===== src/rtl/motion_pkg.sv =====
// motion_pkg: shared types and constants for the motion command sequencer.
package motion_pkg;

    typedef enum logic [2:0] {
        IDLE,
        LOAD,
        DRIVE,
        SPIN,
        SETTLE
    } state_t;

    localparam logic CMD_DRIVE  = 1'b0;
    localparam logic CMD_SPIN   = 1'b1;
    localparam int   SPIN_BLANK = 2;

    // Duration travels beside this header so its width can follow DUR_W.
    typedef struct packed {
        logic       typ;
        logic       dir;
        logic [2:0] speed;
        logic [7:0] angle;
    } cmd_hdr_t;

    localparam int HDR_W = $bits(cmd_hdr_t);

endpackage


===== src/rtl/motion_cmd_fifo.sv =====
// motion_cmd_fifo: synchronous power-of-two FIFO with count, full and empty.
module motion_cmd_fifo #(
    parameter int DEPTH = 4,
    parameter int W     = 8
) (
    input  logic                 clk,
    input  logic                 rst,
    input  logic                 flush,
    input  logic                 push,
    input  logic                 pop,
    input  logic [W-1:0]         din,
    output logic [W-1:0]         dout,
    output logic                 full,
    output logic                 empty,
    output logic [$clog2(DEPTH):0] count
);

    localparam int AW = $clog2(DEPTH);

    logic [W-1:0]  mem [DEPTH];
    logic [AW-1:0] wr;
    logic [AW-1:0] rd;
    logic          do_push;
    logic          do_pop;

    assign full    = count == (AW+1)'(DEPTH);
    assign empty   = count == '0;
    assign do_push = push && !full;
    assign do_pop  = pop && !empty;
    assign dout    = mem[rd];

    always_ff @(posedge clk) begin
        if (do_push)
            mem[wr] <= din;
    end

    always_ff @(posedge clk) begin
        if (rst || flush) begin
            wr    <= '0;
            rd    <= '0;
            count <= '0;
        end else begin
            if (do_push)
                wr <= wr + AW'(1);
            if (do_pop)
                rd <= rd + AW'(1);
            count <= count + (AW+1)'(do_push) - (AW+1)'(do_pop);
        end
    end

endmodule


===== src/rtl/motion_sequencer.sv =====
// motion_sequencer: queues drive/spin commands and plays them into motion_control.
// Optional bumper abort (bump/abort ports) is built with MOTION_SEQ_BUMP_EN.
module motion_sequencer
    import motion_pkg::*;
#(
    parameter int FIFO_DEPTH    = 4,
    parameter int DUR_W         = 16,
    parameter int SETTLE_CYCLES = 4,
    parameter int SPIN_TIMEOUT  = 65535
) (
    input  logic             clk,
    input  logic             rst,
`ifdef MOTION_SEQ_BUMP_EN
    input  logic             bump,
    output logic             abort,
`endif
    input  logic             cmd_valid,
    output logic             cmd_ready,
    input  logic             cmd_type,
    input  logic             cmd_dir,
    input  logic [2:0]       cmd_speed,
    input  logic [7:0]       cmd_angle,
    input  logic [DUR_W-1:0] cmd_duration,
    input  logic             done_spin,
    output logic             mc_command_type,
    output logic [2:0]       mc_input_speed,
    output logic [7:0]       mc_angle,
    output logic             mc_direction,
    output logic             tick_clr,
    output logic             busy,
    output logic             cmd_done,
    output logic             spin_err
);

    localparam int          CW  = $clog2(FIFO_DEPTH) + 1;
    localparam int          SW  = $clog2(SETTLE_CYCLES + 1);
    localparam int          FW  = HDR_W + DUR_W;
    localparam logic [15:0] TMO = 16'(SPIN_TIMEOUT);

    state_t           state;
    state_t           nstate;
    cmd_hdr_t         head;
    cmd_hdr_t         mc_q;
    cmd_hdr_t         mc_n;
    logic [FW-1:0]    head_raw;
    logic [DUR_W-1:0] head_dur;
    logic [DUR_W-1:0] dur_cnt;
    logic [15:0]      spin_cnt;
    logic [SW-1:0]    st_cnt;
    logic [SW-1:0]    st_cnt_n;
    logic [CW-1:0]    count;
    logic [CW-1:0]    count_n;
    logic             full;
    logic             empty;
    logic             push;
    logic             pop;
    logic             flush;
    logic             bumped;
    logic             spin_ok;
    logic             spin_tmo;
    logic             aborted;
    logic             aborted_n;
    logic             tick_n;
    logic             done_n;
    logic             busy_n;
    logic             err_n;

`ifdef MOTION_SEQ_BUMP_EN
    assign bumped    = bump && (state == DRIVE || state == SPIN);
    assign cmd_ready = !full && !bump;
`else
    assign bumped    = 1'b0;
    assign cmd_ready = !full;
`endif

    assign push    = cmd_valid && cmd_ready;
    assign pop     = state == LOAD;
    assign flush   = bumped;
    assign count_n = flush ? '0 : count + CW'(push) - CW'(pop);

    motion_cmd_fifo #(
        .DEPTH (FIFO_DEPTH),
        .W     (FW)
    ) u_fifo (
        .clk   (clk),
        .rst   (rst),
        .flush (flush),
        .push  (push),
        .pop   (pop),
        .din   ({cmd_type, cmd_dir, cmd_speed, cmd_angle, cmd_duration}),
        .dout  (head_raw),
        .full  (full),
        .empty (empty),
        .count (count)
    );

    assign {head, head_dur} = head_raw;

    // done_spin is blanked while motion_control's registers catch up.
    assign spin_ok  = done_spin && spin_cnt > 16'(SPIN_BLANK);
    assign spin_tmo = spin_cnt >= TMO;

    always_ff @(posedge clk) begin
        if (rst)
            state <= IDLE;
        else
            state <= nstate;
    end

    always_comb begin
        nstate = state;
        unique case (state)
            IDLE:    if (!empty) nstate = LOAD;
            LOAD:    nstate = (head.typ == CMD_DRIVE) ? DRIVE : SPIN;
            DRIVE:   if (bumped || dur_cnt <= DUR_W'(1)) nstate = SETTLE;
            SPIN:    if (bumped || spin_ok || spin_tmo) nstate = SETTLE;
            SETTLE:  if (st_cnt == SW'(1)) nstate = empty ? IDLE : LOAD;
            default: nstate = IDLE;
        endcase
    end

    always_comb begin
        mc_n      = '0;
        st_cnt_n  = st_cnt;
        aborted_n = aborted;
        if (pop)
            aborted_n = 1'b0;
        if (bumped)
            aborted_n = 1'b1;
        if (nstate == DRIVE || nstate == SPIN)
            mc_n = pop ? head : mc_q;
        if (nstate == SETTLE)
            st_cnt_n = (state == SETTLE) ? st_cnt - SW'(1) : SW'(SETTLE_CYCLES);
        tick_n = nstate == LOAD && head.typ == CMD_SPIN;
        done_n = nstate == SETTLE && st_cnt_n == SW'(1) && !aborted_n;
        busy_n = nstate != IDLE || count_n != '0;
        err_n  = spin_err || (state == SPIN && !bumped && !spin_ok && spin_tmo);
    end

    always_ff @(posedge clk) begin
        if (rst) begin
            mc_q     <= '0;
            st_cnt   <= '0;
            aborted  <= 1'b0;
            tick_clr <= 1'b0;
            cmd_done <= 1'b0;
            busy     <= 1'b0;
            spin_err <= 1'b0;
        end else begin
            mc_q     <= mc_n;
            st_cnt   <= st_cnt_n;
            aborted  <= aborted_n;
            tick_clr <= tick_n;
            cmd_done <= done_n;
            busy     <= busy_n;
            spin_err <= err_n;
        end
    end

    always_ff @(posedge clk) begin
        if (rst) begin
            dur_cnt  <= '0;
            spin_cnt <= '0;
        end else if (state == LOAD) begin
            dur_cnt  <= (head_dur == '0) ? DUR_W'(1) : head_dur;
            spin_cnt <= 16'd1;
        end else begin
            if (state == DRIVE)
                dur_cnt <= dur_cnt - DUR_W'(1);
            if (state == SPIN && spin_cnt != 16'hFFFF)
                spin_cnt <= spin_cnt + 16'd1;
        end
    end

`ifdef MOTION_SEQ_BUMP_EN
    always_ff @(posedge clk) begin
        if (rst)
            abort <= 1'b0;
        else
            abort <= bumped;
    end
`endif

    assign mc_command_type = mc_q.typ;
    assign mc_direction    = mc_q.dir;
    assign mc_input_speed  = mc_q.speed;
    assign mc_angle        = mc_q.angle;

endmodule


===== config.mk =====
export PLATFORM = sky130hd
export DESIGN_NAME = motion_sequencer
export DESIGN_NICKNAME = d
export VERILOG_FILES = /design/src/rtl/motion_pkg.sv /design/src/rtl/motion_cmd_fifo.sv /design/src/rtl/motion_sequencer.sv
export SDC_FILE = /design/constraint.sdc
export NUM_CORES = 1
export LEC_CHECK = 0
export ABC_AREA = 1
export CORE_AREA = 2 2 141 108
export CTS_CLUSTER_DIAMETER = 30
export DETAILED_ROUTE_END_ITERATION = 10
export DIE_AREA = 0 0 143 110
export GPL_TIMING_DRIVEN = 1
export PLACE_DENSITY = 0.87
export SETUP_SLACK_MARGIN = 0.4
export SLEW_MARGIN = 10
export SYNTH_ARGS = -nofsm -noshare
export SYNTH_HDL_FRONTEND = slang
export SYNTH_HIERARCHICAL = 1
export SYNTH_SLANG_ARGS = --single-unit

===== constraint.sdc =====
create_clock -name clk -period 3.2 [get_ports clk]
set_clock_uncertainty 0.1 [all_clocks]
set_input_delay 0.8 -clock clk [delete_from_list [all_inputs] [get_ports clk]]
set_output_delay 0.8 -clock clk [all_outputs]
set_load 0.005 [all_outputs]

==> results of run 1 <==
critical path: cells and delay by family:
family / cells / cell delay (ns)
fa+ha+maj: 3 / 0.93
buf+inv: 3 / 0.62
simple gates: 5 / 0.52
cell families (layout without fill, tap and decap cells):
kind of cell,count (synthesis),count (layout),synth area share
simple gates,321,321,0.188
flops,181,181,0.583
compound gates,173,173,0.134
buf+inv,110,177,0.0596
fa+ha+maj,16,16,0.0262
xor+xnor,8,8,0.00854
other cells,1,1,0.000457
cells in the final DEF (no fill, tap or decap), types with 3 or more instances in the layout:
cell type	synthesis	final
nand2_1	123	123
edfxtp_1	116	116
nor2_1	96	92
o21ai_0	77	77
inv_1	73	73
dfxtp_1	65	64
clkdlybuf4s50_1	0	50
a21oi_1	37	37
nand3_1	30	30
nor2_4	21	21
o22ai_2	20	20
clkbuf_16	0	17
nor2_2	11	15
ha_1	14	14
nor3_1	12	12
nor4_1	10	10
o22ai_1	10	10
buf_4	1	10
a21oi_2	9	9
inv_2	7	7
nand4_1	7	7
a31oi_1	7	7
xor2_1	5	5
clkinv_4	0	5
nand2_2	4	4
o21ai_1	4	4
inv_8	0	4
buf_12	2	4
nor3_2	4	3
xnor2_1	3	3
layer usage:
layer  share of wire  up-vias  GRT usage
li1                -     2882          -
met1            0.42     2892      0.311
met2            0.48      242      0.399
met3           0.073       32     0.0587
met4           0.018        0     0.0820
met5               0        -          0
report_power, final:
part	internal [uW]	switching [uW]
Clock	1110	980
Combinational	296	570
Sequential	2590	62.2
worst min path at each step:
stage | start | to | slack, ns | cells after the start
after global placement | aborted$_SDFF_PP0_ | aborted$_SDFF_PP0_ | 0.34 | 2
final | aborted$_SDFF_PP0_ | aborted$_SDFF_PP0_ | 0.36 | 2
after detailed placement | aborted$_SDFF_PP0_ | aborted$_SDFF_PP0_ | 0.34 | 2
after global routing | mc_angle[7]$_SDFFE_PP0P_ | mc_angle[7]$_SDFFE_PP0P_ | 0.38 | 2
after CTS | aborted$_SDFF_PP0_ | aborted$_SDFF_PP0_ | 0.35 | 2
after floorplan | aborted$_SDFF_PP0_ | aborted$_SDFF_PP0_ | 0.33 | 2
state kept, by name, summed over array words and instances (netlist names), named ones only:
signal,count
aborted,1
busy,1
cmd_done,1
dur_cnt,16
mc_angle,8
mc_command_type,1
mc_direction,1
mc_input_speed,3
spin_cnt,16
spin_err,1
st_cnt,3
state,3
tick_clr,1
u_fifo/count,3
u_fifo/mem,116
u_fifo/rd,2
u_fifo/wr,2
through the flow:
| step | power, uW | hold WS [ns] | cell area [sq um] | util |
|---|---|---|---|---|
| 4_1_cts | 5610 | 0.353 | 9530 | 0.666 |
| 3_3_place_gp | 3500 | 0.337 | 8940 | 0.625 |
| 5_1_grt | 5830 | 0.380 | 9530 | 0.666 |
| 3_5_place_dp | 3530 | 0.342 | 8940 | 0.625 |
| 6_report | 5610 | 0.360 | 9530 | 0.666 |
| 2_1_floorplan | 3270 | 0.326 | 8200 | - |
cell type report:
| cell class | instances | share of cell area |
|---|---|---|
| sequential | 181 | 0.502 |
| multi-input combinational | 519 | 0.309 |
| timing repair buffer | 64 | 0.0688 |
| clock buffer | 17 | 0.0446 |
| inverter | 81 | 0.0319 |
| tap | 200 | 0.0263 |
| clock inverter | 15 | 0.0173 |
==> impl_metrics.env, run 1 <==
export IMPL_initial_utilization=0.573
export IMPL_die_h_um=110
export IMPL_ys_seq_elements=181
export IMPL_relSlewSlack=0.619
export IMPL_async_reset_ff_frac=0
export IMPL_cts_tree="done"
export IMPL_drt_wirelength_per_cell_um=16.6
export IMPL_synth_largest_area_cell="edfxtp_1"
export IMPL_max_freq_ghz=0.383
export IMPL_overflow=0
export IMPL_cts_buffers=17
export IMPL_antenna_cells=0
export IMPL_cp_max_fo=5
export IMPL_drc=0
export IMPL_insertion_delay_ns=0.43
export IMPL_worstReg2RegEnd="u_fifo/count[2]$_SDFF_PP0_"
export IMPL_port_buffers=50
export IMPL_clkSinkCount=181
export IMPL_synth_warnings=6
export IMPL_hold_viol_final=0
export IMPL_grt_pass1_wl_mm=28.7
export IMPL_ys_types=43
export IMPL_cpPeakStageDelay_ns=0.45
export IMPL_drtIter0Drc=456
export IMPL_synth_common_cells="123 x nand2_1, 116 x edfxtp_1, 96 x nor2_1"
export IMPL_syn_nets=859
export IMPL_grt_start_max_net_pins=59
export IMPL_dr_pass1_iters=5
export IMPL_antenna_found_initial=0
export IMPL_wl_mm=17.9
export IMPL_critPathArrivalTime_ns=2.88
export IMPL_synthCells=810
export IMPL_ir_drop_mv=0.462
export IMPL_io_pin_count=51
export IMPL_postCtsHoldBufs=0
export IMPL_via_per_inst=5.62
export IMPL_place_hpwl_mm=11.1
export IMPL_fp_row_count=38
export IMPL_avgSynthCellArea_sq_um=10.1
export IMPL_core_sq_um=14300
export IMPL_cts_max_level=4
export IMPL_dp_slack_ns=0.147
export IMPL_dr_total_vias=6048
export IMPL_setup_tns_ns=0
export IMPL_dp_cells=1045
export IMPL_crit_top_cell="nand2_1"
export IMPL_endpoint="u_fifo/count[2]$_SDFF_PP0_"
export IMPL_nFillCells=1047
export IMPL_crit_path_start="cmd_valid"
export IMPL_finalSetupViolations=0
export IMPL_gp_congestion=0.935
export IMPL_synth_flop_cell="edfxtp_1"
export IMPL_post_cts_resized=0
export IMPL_grt_pass1_vias=5824
export IMPL_ff_latch_area_sq_um=4790
export IMPL_clock_root_buffer="clkbuf_16"
export IMPL_clk_pin_slew_ns=0.07
export IMPL_crit_path_start_kind="input port"
export IMPL_grt_setup_unrepaired="false"
export IMPL_path_class="input port to register"
export IMPL_slowest_stage="clkdlybuf4s50_1"
export IMPL_worst_pin_slew_ns=0.572
export IMPL_layout_min_cycle_time_ns=2.61
export IMPL_clockBufferDepth=2
export IMPL_synth_most_common_cell="nand2_1"
export IMPL_die_area_sq_um=15700
export IMPL_holdCritPathClass="register to register"
export IMPL_slew_violations=0
export IMPL_rrSetupSlack_ns=0.65
export IMPL_syn_cell_area_sq_um=8200
export IMPL_status="completed"
export IMPL_ant_nets=0
export IMPL_yosysSeqAreaShare=0.583
export IMPL_drive_above_1_share=0.147
export IMPL_cts_setup_buffers=0
export IMPL_multiInputGateArea_sq_um=2950
export IMPL_crit_reg2reg_launch="u_fifo/count[1]$_SDFF_PP0_"
export IMPL_layout_nets=913
export IMPL_r2r_cells=14
export IMPL_final_cells=1077
export IMPL_grt_usage=0.240
export IMPL_yosys_top_cells_area="edfxtp_1 42%, dfxtp_1 16%, nand2_1 5.6%"
export IMPL_fin_crit_sh=0.816
export IMPL_fp_dieW_um=143
export IMPL_cp_cell_sequence="clkdlybuf4s50_1, nand2_1, inv_1, nand2_1, ha_1, inv_1, ha_1, fa_1, nand3_1, nand2_1, nor2_1"
export IMPL_leakagePower_uw=0.00336
export IMPL_cap_viol_max_count=0
export IMPL_area_growth_pct=16.2
export IMPL_p_per_area_nw_per_um2=588
export IMPL_fin_ws_ns=0.590
export IMPL_synth_top_area_frac=0.425
export IMPL_synth_edf_count=116
export IMPL_required_ns=3.47
export IMPL_endpoint_kind="register"
No activity file was read; power rests on OpenSTA's default activity.
==> inputs of run 2 (changes only) <==
==> constraint.sdc (replaced) <==
create_clock -name clk -period 2.7 [get_ports clk]
set_clock_uncertainty 0.1 [all_clocks]
set_input_delay 0.675 -clock clk [delete_from_list [all_inputs] [get_ports clk]]
set_output_delay 0.675 -clock clk [all_outputs]
set_load 0.005 [all_outputs]
==> impl_metrics.env, run 2 (synthesis gave the netlist of run 1 again) <==
export IMPL_status="completed"
export IMPL_leakagePower_uw=0.00339
export IMPL_cap_viol_max_count=0
export IMPL_hold_viol_final=0
export IMPL_via_per_inst=5.60
export IMPL_holdCritPathClass="register to register"
export IMPL_port_buffers=50
export IMPL_die_h_um=110
export IMPL_die_area_sq_um=15700
export IMPL_grt_pass1_vias=5904
export IMPL_initial_utilization=0.573
export IMPL_cts_max_level=4
export IMPL_endpoint="busy$_SDFF_PP0_"
export IMPL_critPathArrivalTime_ns=2.49
export IMPL_drc=0
export IMPL_clockBufferDepth=2
export IMPL_clkSinkCount=181
export IMPL_cts_tree="done"
export IMPL_p_per_area_nw_per_um2=674
export IMPL_dr_pass1_iters=4
export IMPL_required_ns=2.91
export IMPL_max_freq_ghz=0.440
export IMPL_grt_setup_unrepaired="true"
export IMPL_layout_nets=919
export IMPL_postCtsHoldBufs=0
export IMPL_crit_reg2reg_launch="state[0]$_SDFF_PP0_"
export IMPL_cp_max_fo=4
export IMPL_grt_start_max_net_pins=59
export IMPL_fin_ws_ns=0.426
export IMPL_drt_wirelength_per_cell_um=16.2
export IMPL_path_class="register to register"
export IMPL_insertion_delay_ns=0.44
export IMPL_grt_pass1_wl_mm=28.7
export IMPL_regMostFlops="u_fifo/mem"
export IMPL_wl_mm=17.6
export IMPL_layout_common_cells="121 x nand2_1, 116 x edfxtp_1, 91 x nor2_1"
export IMPL_r2r_cells=10
export IMPL_nFillCells=993
export IMPL_cts_buffers=17
export IMPL_antenna_found_initial=0
export IMPL_ant_nets=0
export IMPL_drtIter0Drc=618
export IMPL_endpoint_kind="register"
export IMPL_crit_path_start_kind="register"
export IMPL_dp_slack_ns=-0.158
export IMPL_rrSetupSlack_ns=0.43
export IMPL_mostFrequentLayoutCell="nand2_1"
export IMPL_ir_drop_mv=0.659
export IMPL_core_sq_um=14300
export IMPL_gp_congestion=0.984
export IMPL_fin_crit_sh=0.842
export IMPL_finalSetupViolations=0
export IMPL_grt_usage=0.240
export IMPL_finalPower_uw=6490
export IMPL_worstReg2RegEnd="busy$_SDFF_PP0_"
export IMPL_hold_slack_ns=0.359
export IMPL_overflow=0
export IMPL_clk_pin_slew_ns=0.06
export IMPL_slew_violations=0
export IMPL_io_pin_count=51
export IMPL_clock_root_buffer="clkbuf_16"
export IMPL_fp_row_count=38
export IMPL_fin_util=0.672
export IMPL_dr_total_vias=6062
export IMPL_area_growth_pct=17.3
export IMPL_crit_path_start="state[0]$_SDFF_PP0_"
export IMPL_drive_above_1_share=0.161
export IMPL_fp_dieW_um=143
export IMPL_place_hpwl_mm=11.1
export IMPL_antenna_cells=0
export IMPL_setup_tns_ns=0
export IMPL_largestRegisters="u_fifo/mem (116), dur_cnt (16), spin_cnt (16)"
export IMPL_largest_reg_flops=116
export IMPL_layout_min_cycle_time_ns=2.27
## run 2: changes by cell type in the layout (fill, tap and decap cells not counted), moves of 3 or more
| cell | change |
|---|---|
| clkbuf_1 | +5 |
| inv_8 | -4 |
| buf_4 | +3 |
| clkinv_4 | -3 |
| dfxtp_1 | -3 |
| ha_1 | -3 |
## run 2: area by class of cell
class / instances / area, sq um / area share
multi-input combinational: 519 / 3000 / 0.312
inverter: 81 / 304 / 0.0316
clock inverter: 9 / 82.6 / 0.00858
clock buffer: 23 / 458 / 0.0476
timing repair buffer: 70 / 731 / 0.0759
sequential: 181 / 4790 / 0.498
tap: 200 / 250 / 0.0260
## run 2: stage by stage
step                instance area [sq um]  std cells
global placement                     9000       1049
finish                               9620       1083
detailed placement                   9000       1049
floorplan                            8220        810
CTS                                  9610       1083
global route                         9620       1083
## run 2: critical path: stages, from the launching register on
cell	delay, ns
dfxtp_2	0.36
inv_2	0.07
nor3_4	0.27
ha_4	0.25
inv_2	0.08
ha_4	0.13
fa_1	0.42
nor3_2	0.18
nand3_1	0.11
nor3_2	0.11
nor2_1	0.06
## run 2: how the worst min path moves through the flow
stage / slack, ns / start / cells past startpoint / endpoint
2_1_floorplan: 0.33 / aborted$_SDFF_PP0_ / 2 / aborted$_SDFF_PP0_
3_3_place_gp: 0.34 / aborted$_SDFF_PP0_ / 2 / aborted$_SDFF_PP0_
3_5_place_dp: 0.35 / aborted$_SDFF_PP0_ / 2 / aborted$_SDFF_PP0_
4_1_cts: 0.36 / aborted$_SDFF_PP0_ / 2 / aborted$_SDFF_PP0_
5_1_grt: 0.38 / mc_input_speed[1]$_SDFFE_PP0P_ / 2 / mc_input_speed[1]$_SDFFE_PP0P_
6_report: 0.36 / aborted$_SDFF_PP0_ / 2 / aborted$_SDFF_PP0_
## run 2: what timing repair did
action                     4_1_cts  5_1_grt
pin swaps                        6        5
setup endpoints to repair        4       17
resized for setup               14        5
buffers inserted                 2        0
## run 2: layer usage
| metal | track usage | routed length [um] | vias up |
|---|---|---|---|
| met2 | 0.393 | 8300 | 251 |
| met5 | 0 | 0 | - |
| li1 | - | - | 2901 |
| met4 | 0.0969 | 356 | 0 |
| met1 | 0.309 | 7590 | 2877 |
| met3 | 0.0648 | 1350 | 33 |
## run 2: power by group
| part | internal [uW] | switching (uW) | leakage, uW | total, uW |
|---|---|---|---|---|
| logic | 372 | 673 | 0.00153 | 1040 |
| registers | 3070 | 74.0 | 0.00159 | 3150 |
| clock network | 1290 | 1010 | 0.000263 | 2300 |
| total | 4740 | 1750 | 0.00339 | 6490 |
